==> config.mk <==
export PLATFORM = sky130hd
export DESIGN_NAME = tmr_evt_gen
export DESIGN_NICKNAME = d
export VERILOG_FILES = /design/src/rtl/tmr_evt_pkg.sv /design/src/rtl/tmr_edge_det.sv /design/src/rtl/tmr_evt_gen.sv
export SDC_FILE = /design/constraint.sdc
export NUM_CORES = 1
export LEC_CHECK = 0
export ABC_AREA = 1
export CORE_ASPECT_RATIO = 0.8
export CORE_MARGIN = 10
export CORE_UTILIZATION = 39
export DETAILED_ROUTE_END_ITERATION = 16
export HOLD_SLACK_MARGIN = 0.03
export SLEW_MARGIN = 25
export SYNTH_ARGS = -nofsm -noshare
export SYNTH_HDL_FRONTEND = slang
export SYNTH_SLANG_ARGS = --single-unit
==> constraint.sdc <==
create_clock -name clk_i -period 5.35 [get_ports clk_i]
set_input_delay 1.605 -clock clk_i [delete_from_list [all_inputs] [get_ports clk_i]]
set_output_delay 1.605 -clock clk_i [all_outputs]
set_load 0.01 [all_outputs]
==> src/rtl/tmr_evt_pkg.sv <==
// Shared types and helpers for the timer external-event generator.
// Event-mode codes mirror the timer's TMR_ETM_* encoding.
package tmr_evt_pkg;

    localparam logic [2:0] TMR_ETM_NONE = 3'd0;
    localparam logic [2:0] TMR_ETM_RISE = 3'd1;
    localparam logic [2:0] TMR_ETM_FALL = 3'd2;
    localparam logic [2:0] TMR_ETM_CLER = 3'd3;
    localparam logic [2:0] TMR_ETM_LOAD = 3'd4;

    localparam int EDGE_RISE = 0;
    localparam int EDGE_FALL = 1;
    localparam int EDGE_BOTH = 2;

    typedef enum logic [1:0] {
        EVT_IDLE     = 2'd0,
        EVT_ACTIVE   = 2'd1,
        EVT_INACTIVE = 2'd2,
        EVT_DONE     = 2'd3
    } evt_state_e;

    // Increment that sticks at the all-ones value of a 'width'-bit field.
    function automatic logic [63:0] sat_inc(input logic [63:0] val, input int unsigned width);
        logic [63:0] max_val;
        max_val = (width >= 64) ? '1 : ((64'd1 << width) - 64'd1);
        return (val == max_val) ? val : val + 64'd1;
    endfunction

endpackage

==> src/rtl/tmr_edge_det.sv <==
// Registered-previous-value edge detector; selectable rise, fall or both edges.
module tmr_edge_det
    import tmr_evt_pkg::*;
#(
    parameter int EDGE_SEL = EDGE_RISE
) (
    input  logic clk_i,
    input  logic rst_n_i,
    input  logic sig_i,
    output logic edge_o
);

    logic prev_q;

    always_ff @(posedge clk_i or negedge rst_n_i) begin
        if (!rst_n_i) begin
            prev_q <= 1'b0;
        end else begin
            prev_q <= sig_i;
        end
    end

    always_comb begin
        edge_o = 1'b0;
        if (EDGE_SEL == EDGE_FALL) begin
            edge_o = ~sig_i & prev_q;
        end else if (EDGE_SEL == EDGE_BOTH) begin
            edge_o = sig_i ^ prev_q;
        end else begin
            edge_o = sig_i & ~prev_q;
        end
    end

endmodule

==> src/rtl/tmr_evt_gen.sv <==
// Event-pulse generator driving the timer capture input; counts events and irqs
// and measures the delay from each active-phase entry to the irq rise.
//
//   state        | meaning
//   EVT_IDLE     | waiting for start, capch at idle level
//   EVT_ACTIVE   | capch at active level for H cycles
//   EVT_INACTIVE | capch at idle level for L cycles
//   EVT_DONE     | one-cycle completion pulse
module tmr_evt_gen
    import tmr_evt_pkg::*;
#(
    parameter int PER_WIDTH = 20,
    parameter int NUM_WIDTH = 16,
    parameter int LAT_WIDTH = 32
) (
    input  logic                 clk_i,
    input  logic                 rst_n_i,
    input  logic                 start_i,
    input  logic                 abort_i,
    input  logic [2:0]           mode_i,
    input  logic [PER_WIDTH-1:0] high_i,
    input  logic [PER_WIDTH-1:0] low_i,
    input  logic [NUM_WIDTH-1:0] num_i,
    output logic                 capch_o,
    input  logic                 irq_i,
    output logic                 busy_o,
    output logic                 done_o,
    output logic [NUM_WIDTH-1:0] evt_cnt_o,
    output logic [NUM_WIDTH-1:0] irq_cnt_o,
    output logic [LAT_WIDTH-1:0] lat_o,
    output logic                 lat_vld_o
);

    evt_state_e           state_q, state_d;
    logic [2:0]           mode_q;
    logic [PER_WIDTH-1:0] high_q, low_q, ph_cnt_q;
    logic [PER_WIDTH-1:0] high_cl, low_cl;
    logic [NUM_WIDTH-1:0] num_q, rem_q, evt_cnt_q, irq_cnt_q;
    logic [LAT_WIDTH-1:0] lat_cnt_q, lat_q;
    logic                 lat_vld_q;
    logic                 start_acc, ph_done, last_pulse, act_entry, irq_rise, idle_lvl;

    tmr_edge_det #(
        .EDGE_SEL (EDGE_RISE)
    ) u_irq_edge (
        .clk_i   (clk_i),
        .rst_n_i (rst_n_i),
        .sig_i   (irq_i),
        .edge_o  (irq_rise)
    );

    assign high_cl    = (high_i == '0) ? PER_WIDTH'(1) : high_i;
    assign low_cl     = (low_i == '0) ? PER_WIDTH'(1) : low_i;
    assign start_acc  = (state_q == EVT_IDLE) && start_i && !abort_i;
    assign ph_done    = (ph_cnt_q == '0);
    assign last_pulse = (num_q != '0) && (rem_q == NUM_WIDTH'(1));
    assign act_entry  = (start_acc && (mode_i != TMR_ETM_NONE)) ||
                        ((state_q == EVT_INACTIVE) && ph_done && !last_pulse && !abort_i);

    always_comb begin
        state_d = state_q;
        case (state_q)
            EVT_IDLE: begin
                if (start_acc) begin
                    state_d = (mode_i == TMR_ETM_NONE) ? EVT_DONE : EVT_ACTIVE;
                end
            end
            EVT_ACTIVE: begin
                if (abort_i)      state_d = EVT_IDLE;
                else if (ph_done) state_d = EVT_INACTIVE;
            end
            EVT_INACTIVE: begin
                if (abort_i)      state_d = EVT_IDLE;
                else if (ph_done) state_d = last_pulse ? EVT_DONE : EVT_ACTIVE;
            end
            EVT_DONE: state_d = EVT_IDLE;
            default:  state_d = EVT_IDLE;
        endcase
    end

    always_ff @(posedge clk_i or negedge rst_n_i) begin
        if (!rst_n_i) begin
            state_q  <= EVT_IDLE;
            mode_q   <= TMR_ETM_NONE;
            high_q   <= '0;
            low_q    <= '0;
            num_q    <= '0;
            rem_q    <= '0;
            ph_cnt_q <= '0;
        end else begin
            state_q <= state_d;
            if (start_acc) begin
                mode_q   <= mode_i;
                high_q   <= high_cl;
                low_q    <= low_cl;
                num_q    <= num_i;
                rem_q    <= num_i;
                ph_cnt_q <= high_cl - PER_WIDTH'(1);
            end else if (state_q == EVT_ACTIVE) begin
                ph_cnt_q <= ph_done ? low_q - PER_WIDTH'(1) : ph_cnt_q - PER_WIDTH'(1);
            end else if (state_q == EVT_INACTIVE) begin
                if (ph_done) begin
                    ph_cnt_q <= high_q - PER_WIDTH'(1);
                    if (num_q != '0) rem_q <= rem_q - NUM_WIDTH'(1);
                end else begin
                    ph_cnt_q <= ph_cnt_q - PER_WIDTH'(1);
                end
            end
        end
    end

    // Counters are left untouched by abort so the host can read the partial run.
    always_ff @(posedge clk_i or negedge rst_n_i) begin
        if (!rst_n_i) begin
            evt_cnt_q <= '0;
            irq_cnt_q <= '0;
            lat_cnt_q <= '0;
            lat_q     <= '0;
            lat_vld_q <= 1'b0;
        end else begin
            if (start_acc)      evt_cnt_q <= act_entry ? NUM_WIDTH'(1) : '0;
            else if (act_entry) evt_cnt_q <= evt_cnt_q + NUM_WIDTH'(1);

            if (start_acc)     irq_cnt_q <= '0;
            else if (irq_rise) irq_cnt_q <= NUM_WIDTH'(sat_inc(64'(irq_cnt_q), NUM_WIDTH));

            if (start_acc || act_entry) lat_cnt_q <= '0;
            else lat_cnt_q <= LAT_WIDTH'(sat_inc(64'(lat_cnt_q), LAT_WIDTH));

            if (irq_rise) lat_q <= lat_cnt_q;
            lat_vld_q <= irq_rise;
        end
    end

    // mode_q resets to NONE, so reset forces capch low even mid-FALL train.
    assign idle_lvl  = (mode_q == TMR_ETM_FALL);
    assign capch_o   = (state_q == EVT_ACTIVE) ? ~idle_lvl : idle_lvl;
    assign busy_o    = (state_q != EVT_IDLE);
    assign done_o    = (state_q == EVT_DONE);
    assign evt_cnt_o = evt_cnt_q;
    assign irq_cnt_o = irq_cnt_q;
    assign lat_o     = lat_q;
    assign lat_vld_o = lat_vld_q;

endmodule

==> results.tsv <==
stage	metric	value	unit
cells_and_area	Layout area overhead	19.40	%
logic_synthesis	Post-Syn Instances	1654	
logic_synthesis	Ys Warns	0	
cells_and_area	fillers	3036	
logic_synthesis	Post-synth top flop	dfrtp_1	
clock_network	Resized cells post-CTS	0	
logic_synthesis	post-synthesis mux area share	0.1799	%
worst_setup_path	cell family with most CP delay	buffers and inverters	
cells_and_area	Sequential Area	0.004880	mm^2
logic_synthesis	Synth Area in Simple Gates	33.75	%
worst_setup_path	crit path cell chain	nand2_1, inv_1, xor2_1, clkdlybuf4s50_1	
logic_synthesis	synthesized net count	1728	
grt	vias in the first global route	10568	
worst_setup_path	Worst R2R Start	ph_cnt_q[0]$_DFFE_PN0P_	
logic_synthesis	Async SR Flop Fraction	100.0	%
grt	largest net degree at the start of global routing	95	
logic_synthesis	#FFs+latches synth	195	
status	run status	complete, no violations	
place	Routability Congestion	0.9729	
sta	Setup Skew	16.17	ps
place	Cells after DPL	2152	
detailed_routing	router iterations before antenna repair	5	
detailed_routing	Post-DRT Antenna Nets	0	
worst_setup_path	startpoint types	flip-flop	
die	Initial Utilization	39.98	%
logic_synthesis	Mapped Area	0.01182	mm^2
detailed_routing	Final Routed Wirelength	38.03	mm
worst_setup_path	slowest stage cell, crit path	clkdlybuf4s50_1	
pwr	maximum VDD drop	0.2028	mV
die	die height	175.7	um
grt	antenna violations before repair	1	
clock_network	# clock sinks	195	
logic_synthesis	area share of fa/ha/maj cells after synthesis	1.058	%
worst_setup_path	CP arrival	2310	ps
logic_synthesis	Post-Synth XOR/XNOR Area	5.631	%
clock_network	Longest Clk Path Bufs	2	
worst_setup_path	Setup CP Type	reg -> out	
clock_network	cts bufs inserted	17	
worst_setup_path	CP max FO	13	
sta	Tcrit/Tclk final	73.25	%
cells_and_area	Util after Layout	47.74	%
detailed_routing	Iter 0 DRT Violations	1068	
sta	worst hold margin	472.3	ps
grt	Total GRT Usage	19.98	%
min_path	Worst Hold Launch	lat_o[11]$_DFFE_PN0P_	
sta	setup violators final	0	
clock_network	number of setup buffers added after CTS	0	
clock_network	Post-CTS Hold Buffers	0	
place	I/O Buffers	131	
place	Final HPWL DP	29.00	mm
clock_network	Worst-path clk slew	80	ps
cells_and_area	fin nets	1839	
die	Ports	132	
die	# rows	56	
logic_synthesis	Avg Cell Area, Syn	7.147	um^2
min_path	hold crit path type	reg -> reg	
cells_and_area	final cell count without fillers	2185	
detailed_routing	DRC	0	
sta	Worst-Margin Slew	814.5	ps
logic_synthesis	Distinct cells, synth	49	
pwr	LEAKAGE	6.313	nW
die	area of the die	0.03772	mm^2
die	Die X	214.7	um
cells_and_area	share of layout cells above drive strength 1	4.781	%
clock_network	clock latency on the worst-skew pair	460	ps
sta	FMAX	255.2	MHz
logic_synthesis	Synth Area in Compound Gates	10.26	%
pwr	PwrDens	433.4	mW/mm^2
logic_synthesis	main combinational cell family by area after synthesis	simple AND/OR/NAND/NOR gates	
sta	worst rel slew slack	45.70	%
sta	final max-slew violation count	0	
sta	setup_tns	0	ps
logic_synthesis	register area share after synthesis	41.28	%
clock_network	root cell of the clock tree	clkbuf_16	
detailed_routing	via count of the routed design	11277	
worst_setup_path	Critical Path Start	state_q[0]$_DFFE_PN0P_	
worst_setup_path	crit end category	primary output	
worst_setup_path	Worst EP required	3740	ps
logic_synthesis	EDFF count, synth	0	
cells_and_area	Multi-input gate area	0.006027	mm^2
clock_network	# H-tree levels	4	
run	max_cap viols	0	
sta	min Tclk post-route	3919	ps
detailed_routing	drt wl/cell	17.40	um
sta	RSZ-0062 raised after global routing	false	
grt	GR Overflow Total	0	
detailed_routing	Via density	5.161	
clock_network	TritonCTS clock tree	yes	
die	Core Area	0.02957	mm^2
sta	Hold Fails Final Rpt	0	
worst_setup_path	worst path bufs/invs	2	
worst_setup_path	max incr delay on CP	570	ps
grt	first-pass GRT wire length	60.50	mm
[state kept, by name, indices dropped and copies added, names as in the netlist, 20 cells and up]
| name | cells |
|---|---|
| high_q | 20 |
| lat_cnt_q | 32 |
| lat_o | 32 |
| low_q | 20 |
| ph_cnt_q | 20 |
[cells in the final DEF, fill, tap and decap left out, types with 7 or more instances in the layout]
cell type and instances:
nor2_1 200, o21ai_1 16, nor2_2 13, a21oi_1 53, xor2_1 59, clkdlybuf4s50_1 130
xnor2_1 17, o21ai_0 121, nand4_1 35, o31ai_1 8, ha_1 10, inv_1 168
dfrtp_1 195, a31oi_1 7, nand2_1 477, buf_4 7, nor3_1 34, o211ai_1 8
clkbuf_16 17, nand3_1 123, nor4_1 12
[synthesized netlist by cell type (2+ instances only)]
master / count / share of area (%)
nand4_1: 35 / 1.9
ha_1: 10 / 1.1
clkbuf_1: 15 / 0.48
nor2_1: 200 / 6.4
dfrtp_1: 195 / 41
buf_4: 3 / 0.19
nor3b_1: 4 / 0.25
nor3_1: 34 / 1.4
inv_2: 5 / 0.16
a21oi_1: 53 / 2.2
xnor2_1: 17 / 1.3
a31oi_1: 7 / 0.37
nor2_2: 13 / 0.69
nand2_1: 477 / 15
nor4_1: 12 / 0.64
o21ai_1: 16 / 0.68
nor3_2: 3 / 0.25
a21o_1: 2 / 0.13
o21ai_0: 121 / 5.1
o21bai_1: 2 / 0.13
buf_6: 6 / 0.57
o31ai_1: 8 / 0.51
or2_2: 2 / 0.11
inv_1: 168 / 5.3
nor2_4: 4 / 0.38
nand3_1: 124 / 5.2
nand3_2: 3 / 0.25
nand2_4: 2 / 0.19
nand3_4: 2 / 0.30
xor2_1: 59 / 4.4
o211ai_1: 8 / 0.51
buf_2: 23 / 0.97
nand3b_1: 5 / 0.32
[worst reg2reg max path, stage by stage, from the launching register on]
cell and delay (ps):
dfrtp_1 400, inv_1 200, ha_1 290, nand3_1 110, nor2_2 140, nand3_4 190
clkinv_4 150, nand4_4 310, nand2_4 560, o21ai_0 230
[through the flow]
stage / worst slack (ps) / area [um^2] / total power [mW]
3_3_place_gp: 1222 / 13480 / 4.682
6_report: 1431 / 14110 / 6.118
4_1_cts: 1421 / 14110 / 6.131
5_1_grt: 1314 / 14110 / 6.582
2_1_floorplan: 2181 / 11820 / 3.855
3_5_place_dp: 1148 / 13480 / 4.704
[layout make-up]
type                            instances  share of cell area [%]
Multi-Input combinational cell       1236                   42.70
Tap cell                              406                   3.599
Sequential cell                       195                   34.57
Clock buffer                           18                   3.111
Clock inverter                         14                   1.339
Inverter                              175                   4.689
Antenna cell                            1                 0.01773
Timing Repair Buffer                  140                   9.973
[path summary, 6_finish.rpt]
kind                                             endpoint  slack (ps)  cells after the start
worst max-delay path                              capch_o        1430                      4
worst min-delay path                lat_o[11]$_DFFE_PN0P_         470                      2
worst max register to register  lat_cnt_q[26]$_DFFE_PN0P_        2620                      9
worst min register to register      lat_o[11]$_DFFE_PN0P_         470                      2
max in group asynchronous            lat_o[2]$_DFFE_PN0P_        3250                      2
min in group asynchronous           mode_q[1]$_DFFE_PN0P_        1130                      1
[metal layers]
metal	vias to the layer above	wire, um	track usage, %
met1	5256	19120	29.90
met2	417	15260	27.94
met5	-	0	0
li1	5572	-	-
met3	32	3085	4.602
met4	0	562	5.161
[logic make-up (layout without fill, tap and decap cells)]
kind of cell               after synthesis  count (layout)
adders and majority gates               10              10
other                                    0               1
AOI/OAI and AO/OA                      224             224
xor gates and xnor gates                76              76
DFF                                    195             195
buffers and inverters                  223             347
and+or+nand+nor                        924             924
muxes                                    2               2
[where the power goes]
part           internal [mW]  switching, mW  total (mW)
registers               1.90          0.463        2.37
clock network          0.765          0.640        1.41
logic                  0.865           1.48        2.35
total                   3.53           2.59        6.12
No activity file was read; power rests on OpenSTA's default activity.
